`src/rtl/frame_bffr_wrtr.sv`:
```
// ----------------------------------------------------------------------------
// frame_bffr_wrtr
//   Write side of the video frame buffer. Takes a 24-bit pixel stream from the
//   render path and writes one pixel per memory word into the system-memory
//   frame region [SYS_MEM_START_ADDR .. SYS_MEM_STOP_ADDR]. An internal
//   first-word-fall-through FIFO decouples the stream from sys_mem_wait
//   back-pressure. Every SOF pixel is written to START, so each frame starts
//   at the top of the region.
//
//   Optional feature macro: FRAME_WRTR_STATS_EN
//     defined     : frame_cntr counts completed frames (wraps, cleared by rst)
//     not defined : frame_cntr is tied to zero
//
// Ports
//   clk, rst          system clock / asynchronous active-high reset
//   frame_wrtr_en     block enable; low flushes the FIFO and idles the block
//   pxl_valid/_sof    input pixel valid / first pixel of frame
//   pxl_data          pixel {R,G,B}
//   pxl_ready         input accept (transfer on pxl_valid & pxl_ready)
//   frame_done        1-cycle pulse after the STOP word is accepted
//   sof_err           sticky: SOF popped while the write pointer was not START
//   frame_cntr        completed-frame count (see macro above)
//   sys_mem_wait      memory stall; write accepted on wren & ~wait
//   sys_mem_wren      write request
//   sys_mem_rden      tied low
//   sys_mem_addr      word address (zero-extended)
//   sys_mem_wdata     {zeros, pixel}
// ----------------------------------------------------------------------------
module frame_bffr_wrtr #(
    parameter int SYS_MEM_DATA_W     = 32,
    parameter int SYS_MEM_ADDR_W     = 27,
    parameter int SYS_MEM_START_ADDR = 0,
    parameter int SYS_MEM_STOP_ADDR  = 921599,
    parameter int FF_DEPTH_W         = 5
) (
    input  logic                      clk,
    input  logic                      rst,
    input  logic                      frame_wrtr_en,
    input  logic                      pxl_valid,
    input  logic                      pxl_sof,
    input  logic [23:0]               pxl_data,
    output logic                      pxl_ready,
    output logic                      frame_done,
    output logic                      sof_err,
    output logic [15:0]               frame_cntr,
    input  logic                      sys_mem_wait,
    output logic                      sys_mem_wren,
    output logic                      sys_mem_rden,
    output logic [SYS_MEM_ADDR_W-1:0] sys_mem_addr,
    output logic [SYS_MEM_DATA_W-1:0] sys_mem_wdata
);

    localparam int PXL_NUM_CNTR_W = $clog2(SYS_MEM_STOP_ADDR + 1);
    localparam logic [PXL_NUM_CNTR_W-1:0] START_C = PXL_NUM_CNTR_W'(SYS_MEM_START_ADDR);
    localparam logic [PXL_NUM_CNTR_W-1:0] STOP_C  = PXL_NUM_CNTR_W'(SYS_MEM_STOP_ADDR);
    localparam int FF_N = 2 ** FF_DEPTH_W;

    typedef enum logic [1:0] {
        ST_IDLE,
        ST_SYNC,
        ST_RUN
    } state_t;

    state_t state_q, state_d;

    // FIFO storage: {sof, pixel}; pointers carry one extra wrap bit
    logic [24:0]           ff_mem_q [FF_N];
    logic [FF_DEPTH_W:0]   wr_ptr_q, wr_ptr_d;
    logic [FF_DEPTH_W:0]   rd_ptr_q, rd_ptr_d;
    logic                  ff_empty, ff_full;
    logic                  push, pop;
    logic [24:0]           head;
    logic                  head_sof;
    logic [23:0]           head_pxl;

    logic [PXL_NUM_CNTR_W-1:0] pxl_cntr_q, pxl_cntr_d;
    logic [PXL_NUM_CNTR_W-1:0] wr_addr;
    logic                      sof_err_q, sof_err_d;
    logic                      frame_done_q, frame_done_d;

    assign ff_empty = (wr_ptr_q == rd_ptr_q);
    assign ff_full  = (wr_ptr_q[FF_DEPTH_W] != rd_ptr_q[FF_DEPTH_W]) &&
                      (wr_ptr_q[FF_DEPTH_W-1:0] == rd_ptr_q[FF_DEPTH_W-1:0]);

    // Head is masked when empty so the outputs show START/zero data at idle
    assign head     = ff_mem_q[rd_ptr_q[FF_DEPTH_W-1:0]];
    assign head_sof = ~ff_empty & head[24];
    assign head_pxl = ff_empty ? '0 : head[23:0];
    assign wr_addr  = head_sof ? START_C : pxl_cntr_q;

    assign sys_mem_wren  = frame_wrtr_en & (state_q == ST_RUN) & ~ff_empty;
    assign pop           = sys_mem_wren & ~sys_mem_wait;
    assign sys_mem_rden  = 1'b0;
    assign sys_mem_addr  = SYS_MEM_ADDR_W'(wr_addr);
    assign sys_mem_wdata = SYS_MEM_DATA_W'(head_pxl);
    assign frame_done    = frame_done_q;
    assign sof_err       = sof_err_q;

    // ------------------------------------------------------------------
    // Input FSM / push control
    // ------------------------------------------------------------------
    always_comb begin
        state_d   = state_q;
        pxl_ready = 1'b0;
        push      = 1'b0;
        case (state_q)
            ST_IDLE: state_d = ST_SYNC;
            ST_SYNC: begin
                // Pixels before the first SOF are accepted and discarded
                pxl_ready = 1'b1;
                if (pxl_valid && pxl_sof) begin
                    push    = 1'b1;
                    state_d = ST_RUN;
                end
            end
            ST_RUN: begin
                pxl_ready = ~ff_full;
                push      = pxl_valid & ~ff_full;
            end
            default: state_d = ST_IDLE;
        endcase
        if (!frame_wrtr_en) begin
            state_d   = ST_IDLE;
            pxl_ready = 1'b0;
            push      = 1'b0;
        end
    end

    // ------------------------------------------------------------------
    // FIFO pointers, address counter, status
    // ------------------------------------------------------------------
    always_comb begin
        wr_ptr_d     = wr_ptr_q + (FF_DEPTH_W + 1)'(push);
        rd_ptr_d     = rd_ptr_q + (FF_DEPTH_W + 1)'(pop);
        pxl_cntr_d   = pxl_cntr_q;
        sof_err_d    = sof_err_q;
        frame_done_d = 1'b0;
        if (pop) begin
            pxl_cntr_d   = (wr_addr == STOP_C) ? START_C : wr_addr + PXL_NUM_CNTR_W'(1);
            frame_done_d = (wr_addr == STOP_C);
            if (head_sof && (pxl_cntr_q != START_C)) begin
                sof_err_d = 1'b1;
            end
        end
        if (!frame_wrtr_en) begin
            wr_ptr_d   = '0;
            rd_ptr_d   = '0;
            pxl_cntr_d = START_C;
        end
    end

    always_ff @(posedge clk or posedge rst) begin
        if (rst) begin
            state_q      <= ST_IDLE;
            wr_ptr_q     <= '0;
            rd_ptr_q     <= '0;
            pxl_cntr_q   <= START_C;
            sof_err_q    <= 1'b0;
            frame_done_q <= 1'b0;
        end else begin
            state_q      <= state_d;
            wr_ptr_q     <= wr_ptr_d;
            rd_ptr_q     <= rd_ptr_d;
            pxl_cntr_q   <= pxl_cntr_d;
            sof_err_q    <= sof_err_d;
            frame_done_q <= frame_done_d;
        end
    end

    always_ff @(posedge clk) begin
        if (push) begin
            ff_mem_q[wr_ptr_q[FF_DEPTH_W-1:0]] <= {pxl_sof, pxl_data};
        end
    end

`ifdef FRAME_WRTR_STATS_EN
    logic [15:0] frame_cntr_q;

    always_ff @(posedge clk or posedge rst) begin
        if (rst) begin
            frame_cntr_q <= '0;
        end else if (frame_done_q) begin
            frame_cntr_q <= frame_cntr_q + 16'd1;
        end
    end

    assign frame_cntr = frame_cntr_q;
`else
    assign frame_cntr = '0;
`endif

endmodule

```
`config.mk`:
```
export PLATFORM = sky130hd
export DESIGN_NAME = frame_bffr_wrtr
export DESIGN_NICKNAME = d
export VERILOG_FILES = /design/src/rtl/frame_bffr_wrtr.sv
export SDC_FILE = /design/constraint.sdc
export NUM_CORES = 1
export LEC_CHECK = 0
export CAP_MARGIN = 20
export CORE_ASPECT_RATIO = 1.75
export CORE_MARGIN = 2
export CORE_UTILIZATION = 45
export DETAILED_ROUTE_END_ITERATION = 6
export GPL_TIMING_DRIVEN = 0
export PLACE_DENSITY = 0.62
export SLEW_MARGIN = 15
export SYNTH_ARGS = -nofsm -noshare
export SYNTH_HDL_FRONTEND = slang
export SYNTH_SLANG_ARGS = --single-unit
```
`constraint.sdc`:
```
create_clock -name clk -period 7.4 [get_ports clk]
set_input_delay 1.48 -clock clk [delete_from_list [all_inputs] [get_ports clk]]
set_output_delay 1.48 -clock clk [all_outputs]
set_load 0.01 [all_outputs]
```
### Word-level counts from Yosys, hierarchy flattened

Memory sizes are Yosys's and may differ from the RTL's.
Cells that the tools add are included.

| cells by class | value |
|---|---|
| add/sub/neg operators | 3 |
| equality and inequality tests | 9 |
| multiplexer cells | 18 |
| bitwise logic cells | 8 |
| reduce and logical (&&, ||, !) cells | 7 |

Operators with widths:

| kind | count |
|---|---|
| 20-bit two-way mux | 4 |
| 24-bit two-way mux | 1 |
| 20-bit by 1-bit adder with 20-bit output (second input constant) | 1 |
| 20-bit == test (second input constant) | 1 |
| 20-bit nonzero test | 1 |
| 6-bit by 1-bit adder with 6-bit output | 2 |
| 6-bit two-way mux | 2 |
| 6-bit == test | 1 |
| 1-bit two-way mux | 6 |
| 2-bit one-hot mux with 3 select lines | 1 |
| 1-bit AND | 5 |
| 5-bit == test | 1 |
| 2-bit two-way mux | 2 |
| 1-bit one-hot mux with 2 select lines | 2 |
| 2-bit AND reduction | 2 |
| 1-bit logical AND | 3 |
| 3-bit inequality test (second input constant) | 1 |
| 1-bit inverter | 3 |
| 2-bit by 1-bit == test with 1-bit output (second input constant) | 1 |
| 2-bit == test (second input constant) | 1 |
| 2-bit logical NOT | 1 |
| 2-bit by 1-bit inequality test with 1-bit output (second input constant) | 1 |
| 2-bit inequality test (second input constant) | 1 |
| 1-bit inequality test | 1 |

| storage, ports and cells | value |
|---|---|
| register bits after elaboration | 36 |
| RAM bits | 800 |
| input bits | 30 |
| output and inout port bits | 80 |
| word-level logic and storage cells | 52 |
| memories kept | 1 |

Memories:

| name | words | width | read ports | clocked after Yosys merged registers in | wr ports | RTL line | source |
|---|---|---|---|---|---|---|---|
| ff_mem_q | 32 | 25 | 1 | 0 | 1 | 67 | `logic [24:0] ff_mem_q [FF_N];` |

### Depth between registers and ports, before layout

Gate-level depths: netlist (run 1).

| depth | value |
|---|---|
| depth in word-level cells | 8 |
| gate-level depth with buffers | 17 |
| mapped depth without buffers | 13 |

### Worst setup path after synthesis (run 1)

Ideal clock, no wire load.

| timing path | value |
|---|---|
| kind | input to register |
| from | in pxl_valid |
| to | mem ff_mem_q[12][0] (enable) |
| setup time | 0.470 ns |
| arrival time | 4.343 ns |
| data required time | 6.930 ns |
| slack | 2.587 ns |
| stages on the path | 4 |
| path buffers | 1 |
| path through | nand3_1 a21o_1 clkbuf_1 nor4_1 |

| between the ends | value |
|---|---|
| word-level cells in the longest chain between the ends | 6 |
| elaborated cells between the ends (all ways) | 7 |
| classes of those cells | mux: 5; bitwise: 1; reduce/logical: 1 |

Ends and longest elaborated chain:

| what | RTL line | source |
|---|---|---|
| start: declaration | 39 | `input logic pxl_valid,` |
| 1-bit logical AND | 111 | `if (pxl_valid && pxl_sof) begin` |
| 1-bit two-way mux | 111 |  |
| 1-bit one-hot mux with 2 select lines (*) | 106 | `case (state_q)` |
| 1-bit two-way mux (*) | 122 | `if (!frame_wrtr_en) begin` |
| 1-bit two-way mux (*) | 171 | `if (push) begin` |
| 1-bit two-way mux (implied by the code) (*) | 172 | `ff_mem_q[wr_ptr_q[FF_DEPTH_W-1:0]] <= {pxl_sof, pxl_data};` |
| end: declaration | 67 |  |

Mark *: on every way between the ends. The rest lies on a longest branch, timed or not.

### Worst setup path in the final report (run 1)

| timing path | value |
|---|---|
| from | reg rd_ptr_q[1] |
| to | out sys_mem_wdata[17] |

| between the ends | value |
|---|---|
| word-level cells in the longest chain between the ends | 2 |
| elaborated cells between the ends (all ways) | 3 |
| classes of those cells | eq/ne: 1; mux: 1; memory: 1 |

Ends and longest elaborated chain:

| what | RTL line | source |
|---|---|---|
| start: declaration | 69 | `logic [FF_DEPTH_W:0] rd_ptr_q, rd_ptr_d;` |
| start signal: assignment | 163 | `rd_ptr_q <= rd_ptr_d;` |
| memory 32 x 25 bit or 6-bit == test (tied branches) | n/a |  |
| 24-bit two-way mux (*) | 88 | `assign head_pxl = ff_empty ? '0 : head[23:0];` |
| end: declaration | 50 | `output logic [SYS_MEM_DATA_W-1:0] sys_mem_wdata` |

Marked as above.

==> results.cfg, run 1 <==
[logic_synthesis]
synth_area_sq_um = 33100
synth-edff-count = 800
synth_common_cells = edfxtp_1, mux4_2, nor2_1
seq_area_frac_synth = 0.753
synth_top_cell_area_share = 0.726
synth.most_common_cell = edfxtp_1
synth.distinct_cells = 49
synth-async-reset-ratio = 0.0431
ys_ff_latch = 836
synth_area_leaders = edfxtp_1, mux4_2, dfrtp_1, mux2i_1, buf_4
synth_warnings = 0
synth_flop_cell = edfxtp_1
synth_top_area_cell = edfxtp_1
syn_avg_cell_area_sq_um = 21.5
syn-instance-count = 1540

[layout]
multiInputGateArea_sq_um = 7850
regArea_sq_um = 24900
diodes = 0
syn_to_final_growth_pct = 17.1
fillCellCount = 5559
postLayoutCoreUtil = 0.532
final_layout_size_suffix_gt1_frac = 0.288
nets = 1836

[sta]
rsz0062_at_grt = no
fin_crit_ns = 5.97
slew_headroom = 0.222
fmax_mhz = 167
drv_slew = 0
finalSetupViolations = 0
hold_viol = 0
finalCritPeriodShare = 0.807
tightestPinTransition_ns = 1.17
worst_clock_skew_ns = 0.0160

[critical_path]
path_class = flip-flop to output pin
crit_fanout = 10
start_kind = flip-flop
endpoint_kind = output pin
required_ns = 5.92
r2r_cells = 16
critical-path-slowest-cell = clkbuf_1
reg2reg_to = pxl_cntr_q[17]
r2r_start = rd_ptr_q[2]
slowest_delay_ns = 0.74
cp-endpoint = sys_mem_wdata[17]
rrSetupSlack_ns = 3.32
critPathLaunch = rd_ptr_q[1]
worstPathArrival_ns = 4.49
crit_chain = buf_2 > clkbuf_1 > clkbuf_1 > mux4_2 > mux4_2 > mux2i_1 > nor2_1 > clkdlybuf4s50_1

[floorplan]
boundaryPins = 110
core_area_sq_um = 72800
die_area_sq_um = 75800
initial_core_util = 0.455
die_w_microns = 209
die_y_microns = 363
std_cell_rows = 131

[placed_design]
io_buffers = 77
dp_hpwl_mm = 54.3
gp_congestion = 0.844

[global_route]
grt_pass1_vias = 16900
antenna_found_initial = 2
gr-total-overflow = 0
grt_pass1_wl_mm = 116
grt_usage = 0.214
grt_max_degree = 35

[cts]
cts_tree = built
post_cts_resized = 0
cts.path.max_buffers = 3
htree_num_levels = 3
path_clk_slew_ns = 0.06
cts-root-buf = clkbuf_16
clk_latency_ns = 0.61
hold_buffers = 0
cts_setup_buffers = 0
clock_sinks = 836
cts_buffers = 72

[pwr]
ir_drop_uv = 140
power.total_w = 0.00927
leakagePower_nw = 12.0
cellPowerDensity_nw_per_um2 = 239

[detailed_routing]
vias = 16200
drt-wirelength-per-cell_microns = 28.8
final_antenna_net_count = 0
drcViolationCount = 0
dr.pass1.iters = 5
via_per_inst = 5.80
wl_mm = 80.3
drt-initial-drc-count = 1577

[run]
maxCapViolCount = 0

[worst_hold_path]
hp-class = flip-flop to flip-flop

[run_status]
outcome = completed
## cells in the final DEF, fill, tap and decap left out, drive strengths merged, types with 10 or more instances in the layout
cell,n
and2,32
buf,160
clkbuf,125
clkdlybuf4s50,71
clkinv,23
conb,32
dfrtp,36
edfxtp,800
inv,14
mux2i,40
mux4,240
nand2,39
nand3,33
nand4,10
nor2,61
nor3,14
o21ai,14
xnor2,10
## layout make-up
| type | count | area share |
|---|---|---|
| inverters | 9 | 0.000872 |
| clock inverters | 40 | 0.0101 |
| well taps | 931 | 0.0301 |
| clock buffers | 90 | 0.0507 |
| plain buffers | 114 | 0.0161 |
| flip-flops and latches | 836 | 0.643 |
| repair buffers | 152 | 0.0460 |
| multi-input cells | 612 | 0.203 |
## stage by stage
step	cell area, sq um	std cells	hold WS (ns)	worst slack, ns	TNS [ns]
after floorplan	33200	1571	0.490	2.59	0
after global placement	35100	2579	0.461	-2.14	-202.95
after detailed placement	36200	2639	0.471	1.84	0
after CTS	38500	2769	0.488	1.36	0
after global routing	38700	2784	0.494	1.27	0
final	38700	2784	0.487	1.43	0
## sequential cells by signal, summed over array words and instances, names as in the netlist
name        flops
ff_mem_q      800
wr_ptr_q        6
rd_ptr_q        6
sof_err         1
frame_done      1
pxl_cntr_q     20
state_q         2
## logic make-up after synthesis
kind of cell / Yosys count / share of synthesized area
AOI/OAI and AO/OA: 51 / 0.0101
xor gates and xnor gates: 15 / 0.00397
adders and majority gates: 9 / 0.00340
buffers and inverters: 123 / 0.0199
DFF: 836 / 0.753
muxes: 280 / 0.175
other: 1 / 0.000113
and+or+nand+nor: 225 / 0.0338
## per-layer routing
layer	track usage	routed length, microns
met5	0	11
met1	0.250	29100
met3	0.0239	3560
met4	0.0625	1950
met2	0.413	45600
## how the worst min path moves through the flow
| stage | cells past startpoint | slack [ns] | start | end |
|---|---|---|---|---|
| 6_report | 1 | 0.49 | sof_err | sof_err |
| 5_1_grt | 1 | 0.49 | sof_err | sof_err |
| 4_1_cts | 1 | 0.49 | sof_err | sof_err |
| 2_1_floorplan | 2 | 0.49 | pxl_cntr_q[16] | pxl_cntr_q[16] |
| 3_3_place_gp | 1 | 0.46 | sof_err | sof_err |
| 3_5_place_dp | 1 | 0.47 | sof_err | sof_err |
## critical path: cells and delay by family (launching register included)
kind,cells,cell delay (ns)
flops,1,0.35
simple gates,1,0.10
mux,3,1.16
buf+inv,4,2.25
## power by group
part / internal, W / switching [W] / leakage (nW)
sequential: 0.00519 / 0.00000572 / 7.69
combinational: 0.0000901 / 0.000160 / 3.17
clock: 0.00214 / 0.00168 / 1.14
total: 0.00742 / 0.00184 / 12.0
Power figures use the tool's default switching activity.
==> run 2, diff against run 1 <==
==> constraint.sdc (replaced) <==
create_clock -name clk -period 5.5 [get_ports clk]
set_input_delay 1.1 -clock clk [delete_from_list [all_inputs] [get_ports clk]]
set_output_delay 1.1 -clock clk [all_outputs]
set_load 0.01 [all_outputs]
==> results.cfg, run 2 (same netlist as run 1, synthesis figures left out) <==
[run_status]
outcome = completed

[detailed_routing]
dr.pass1.iters = 5
final_antenna_net_count = 0
vias = 16200
wl_mm = 80.2
drt-initial-drc-count = 1556
drcViolationCount = 0
drt-wirelength-per-cell_microns = 28.8
via_per_inst = 5.80

[cts]
path_clk_slew_ns = 0.06
clock_sinks = 836
hold_buffers = 0
cts-root-buf = clkbuf_16
clk_latency_ns = 0.61
cts_buffers = 72
htree_num_levels = 3
cts_tree = built
cts.path.max_buffers = 3

[sta]
drv_slew = 0
tightestPinTransition_ns = 1.19
hold-worst-slack_ns = 0.487
worst_clock_skew_ns = 0.0156
finalSetupViolations = 0
tns_ns = 0
fmax_mhz = 186
hold_viol = 0
finalCritPeriodShare = 0.980
rsz0062_at_grt = yes
slew_headroom = 0.209
fin_crit_ns = 5.39

[critical_path]
worstPathArrival_ns = 4.29
path_depth = 8
start_kind = flip-flop
slowest_delay_ns = 0.76
endpoint_kind = output pin
crit_chain = buf_2 > clkbuf_1 > clkbuf_1 > mux4_2 > mux4_2 > mux2i_1 > nor2_1 > clkdlybuf4s50_1
path_class = flip-flop to output pin
critical-path-slowest-cell = clkbuf_1
critPathTopFamily = buffers and inverters
crit_fanout = 10
required_ns = 4.40
crit_buf_inv = 4
r2r_cells = 16

[placed_design]
dp_hpwl_mm = 54.3
io_buffers = 77
place_area_sq_um = 36200
gp_congestion = 0.844

[layout]
diodes = 0
fin_area_sq_um = 38700
final_layout_size_suffix_gt1_frac = 0.290
fillCellCount = 5554
nets = 1836
largest_register_ffs = 800
layout_commonest_cell = edfxtp_1
syn_to_final_growth_pct = 17.1
final_cell_mix = edfxtp_1, mux4_2, clkbuf_16

[floorplan]
die_y_microns = 363
die_area_sq_um = 75800
std_cell_rows = 131
boundaryPins = 110
core_area_sq_um = 72800
initial_core_util = 0.455
die_w_microns = 209

[global_route]
grt_pass1_wl_mm = 116
grt_usage = 0.214
antenna_found_initial = 2
grt_util_met2 = 0.413
top_usage_layer = met2
use_met3 = 0.0239
gr-total-overflow = 0
grt_pass1_vias = 16900
grt_max_degree = 35
globalRouteMet1Util = 0.250

[pwr]
pwr-share-clk = 0.412
switching_power_w = 0.00249
leakagePower_nw = 12.0
intPower_w = 0.00998
power.share.switching = 0.199
seqPwrFrac = 0.561
combPwrFrac = 0.027
cellPowerDensity_nw_per_um2 = 322
ir_drop_uv = 188

[worst_hold_path]
worstHoldPathCells = 1
hp-class = flip-flop to flip-flop

[run]
maxCapViolCount = 0
## run 2: cell type report
type | count | area [sq um] | area share
Multi-Input combinational cell | 612 | 7850 | 0.203
Clock inverter | 40 | 390 | 0.0101
Timing Repair Buffer | 152 | 1780 | 0.0460
Clock buffer | 90 | 1960 | 0.0507
Inverter | 9 | 33.8 | 0.000872
Buffer | 114 | 636 | 0.0164
Tap cell | 931 | 1160 | 0.0301
Sequential cell | 836 | 24900 | 0.643
## run 2: worst paths after layout
| check | to | slack (ns) | start |
|---|---|---|---|
| min in group asynchronous | sof_err | 0.82 | rst |
| worst min-delay path | sof_err | 0.49 | sof_err |
| worst min register to register | sof_err | 0.49 | sof_err |
| worst max register to register | pxl_cntr_q[17] | 1.41 | rd_ptr_q[2] |
| max in group asynchronous | wr_ptr_q[5] | 4.24 | rst |
| worst max-delay path | sys_mem_wdata[21] | 0.11 | rd_ptr_q[1] |
## run 2: stage by stage
stage	util	cells	setup WS [ns]	total power (W)
2_1_floorplan	-	1571	1.07	0.00727
3_3_place_gp	0.483	2579	-3.66	0.00743
3_5_place_dp	0.497	2639	0.321	0.00746
4_1_cts	0.530	2769	0.0556	0.0125
5_1_grt	0.532	2784	-0.00831	0.0128
6_report	0.532	2784	0.111	0.0125
## run 2: layer usage
metal  up-vias  wire [microns]
li1       6824               -
met2       535           45600
met3       129            3680
met4         2            1960
met1      8661           28900
met5         -              11
## run 2: what timing repair did
action,CTS,global route
setup endpoints to repair,20,7
buffers inserted,0,0
resized for setup,3,5
## run 2: power groups by stage
stage | clock (W) | combinational [W] | sequential [W]
after floorplan | 0 | 0.000134 | 0.00713
after global placement | 0 | 0.000294 | 0.00714
after detailed placement | 0 | 0.000321 | 0.00714
after CTS | 0.00520 | 0.000322 | 0.00700
after global routing | 0.00542 | 0.000366 | 0.00699
final | 0.00514 | 0.000337 | 0.00699
## run 2: worst reg2reg max path, stage by stage, from the launching register on
cell and delay [ns]:
dfrtp_1 0.39, buf_2 0.26, and2_1 0.28, a22oi_1 0.19, nand3_1 0.15, and4_1 0.22
buf_2 0.17, or2_1 0.25, clkbuf_1 0.20, and2_1 0.24, ha_1 0.25, nand2_1 0.16
nor2_1 0.09, and3_1 0.23, nor2b_2 0.19, nand2_1 0.28, o311ai_0 0.44
==> run 3, diff against run 2 <==
--- a/config.mk
+++ b/config.mk
@@ -8,10 +8,12 @@
 export CAP_MARGIN = 20
 export CORE_ASPECT_RATIO = 1.75
 export CORE_MARGIN = 2
-export CORE_UTILIZATION = 45
+export CORE_UTILIZATION = 50
+export CTS_BUF_LIST = sky130_fd_sc_hd__clkbuf_16
 export DETAILED_ROUTE_END_ITERATION = 6
 export GPL_TIMING_DRIVEN = 0
-export PLACE_DENSITY = 0.62
+export PLACE_DENSITY = 0.67
+export REMOVE_ABC_BUFFERS = 1
 export SLEW_MARGIN = 15
 export SYNTH_ARGS = -nofsm -noshare
 export SYNTH_HDL_FRONTEND = slang
==> results.cfg, run 3 (same netlist as run 1, synthesis figures left out) <==
[run_status]
outcome = completed

[global_route]
grt_pass1_vias = 16800
grt_usage = 0.232
grt_pass1_wl_mm = 112
antenna_found_initial = 2
gr-total-overflow = 0
grt_max_degree = 52

[sta]
slew_headroom = 0.268
tightestPinTransition_ns = 1.09
drv_slew = 0
finalCritPeriodShare = 0.945
worst_clock_skew_ns = 0.0163
finalSetupViolations = 0
rsz0062_at_grt = no
hold_viol = 0
worst_slack_ns = 0.302
fmax_mhz = 192
hold-worst-slack_ns = 0.478
fin_crit_ns = 5.20

[critical_path]
path_depth = 9
crit_fanout = 35
crit_buf_inv = 5
required_ns = 4.40
worstPathArrival_ns = 4.10
crit_chain = buf_16 > buf_16 > buf_16 > buf_16 > mux4_2 > mux4_2 > mux2i_1 > nor2_1 > clkdlybuf4s50_1
reg2reg_to = pxl_cntr_q[17]
critPathTopFamily = buffers and inverters
r2r_cells = 15
start_kind = flip-flop
endpoint_kind = output pin
path_class = flip-flop to output pin
rrSetupSlack_ns = 0.50
r2r_start = rd_ptr_q[2]
critical-path-slowest-cell = mux4_2
crit_top_cell = buf_16
slowest_delay_ns = 0.56

[detailed_routing]
wl_mm = 76.7
via_per_inst = 6.04
dr.pass1.iters = 5
drcViolationCount = 0
drt-initial-drc-count = 1791
drt-wirelength-per-cell_microns = 29.0
vias = 15900
final_antenna_net_count = 0

[floorplan]
boundaryPins = 110
initial_core_util = 0.505
die_area_sq_um = 68300
die_y_microns = 344
core_area_sq_um = 65500
std_cell_rows = 124
die_w_microns = 198

[cts]
htree_num_levels = 3
cts_tree = built
cts_buffers = 72
clock_sinks = 836
path_clk_slew_ns = 0.07
cts-root-buf = clkbuf_16
clk_latency_ns = 0.62
cts.path.max_buffers = 3
hold_buffers = 0

[placed_design]
io_buffers = 77
place_ws_ns = 0.155
gp_congestion = 0.802
place_area_sq_um = 36300
dp_cells = 2510
dp_hpwl_mm = 48.8

[pwr]
ir_drop_uv = 221
cellPowerDensity_nw_per_um2 = 314
leakagePower_nw = 11.8

[worst_hold_path]
min_to = sof_err
hp-class = flip-flop to flip-flop
worstHoldPathCells = 1
min_from = sof_err

[layout]
syn_to_final_growth_pct = 16.5
final_layout_size_suffix_gt1_frac = 0.275
fin_area_sq_um = 38500
final_cell_mix = edfxtp_1, mux4_2, clkdlybuf4s50_1
layout_commonest_cell = edfxtp_1
nets = 1743
final_cells = 2640
largest_register_ffs = 800

[run]
maxCapViolCount = 0
-- run 3: cell types whose count changed in the layout (fill, tap and decap cells not counted), sizes merged --
cell           before  now
clkdlybuf4s50      71   76
clkinvlp            5    4
buf               158   97
clkinv             23   27
clkbuf            126   72
clkdlybuf4s15       1    0
bufinv              7    3
diode               0    1
inv                14   30
-- run 3: stage by stage --
stage	utilization	TNS [ns]	power (W)
6_report	0.589	0	0.0121
5_1_grt	0.589	0	0.0124
4_1_cts	0.588	0	0.0122
3_5_place_dp	0.555	0	0.00743
3_3_place_gp	0.526	-9538.94	0.00740
2_1_floorplan	-	-4415.99	0.00725
-- run 3: cell type report --
| cell class | count | area (sq um) |
|---|---|---|
| Clock inverter | 55 | 388 |
| Fill cell | 4672 | 26900 |
| Multi-Input combinational cell | 612 | 7860 |
| Sequential cell | 836 | 24900 |
| Inverter | 9 | 33.8 |
| Clock buffer | 72 | 1800 |
| Antenna cell | 1 | 2.50 |
| Tap cell | 882 | 1100 |
| Timing Repair Buffer | 173 | 2410 |
-- run 3: where the power goes --
group	leakage [nW]	internal (W)	switching, W
logic	3.00	0.0000958	0.000194
clock network	1.12	0.00255	0.00224
registers	7.68	0.00699	0.0000102
total	11.8	0.00964	0.00245
-- run 3: how the worst max path moves through the flow --
stage                 from                 to  slack (ns)
2_1_floorplan  rd_ptr_q[0]    ff_mem_q[12][0]       -5.94
3_3_place_gp   rd_ptr_q[0]   ff_mem_q[12][16]      -13.67
3_5_place_dp   rd_ptr_q[2]     pxl_cntr_q[17]        0.16
4_1_cts        rd_ptr_q[2]    sys_mem_addr[0]        0.03
5_1_grt        rd_ptr_q[0]  sys_mem_wdata[19]        0.08
6_report       rd_ptr_q[0]  sys_mem_wdata[19]        0.30
-- run 3: metal layers --
metal  track usage  wire length [microns]
met5             0                     16
met4        0.0948                   2980
met3        0.0355                   4700
met2         0.415                  41500
met1         0.283                  27500
-- run 3: timing repair --
action / CTS / global route
resized for setup: 1 / 2
setup buffers: 0 / 2
hold endpoints to repair: 0 / 0
setup endpoints to repair: 20 / 24
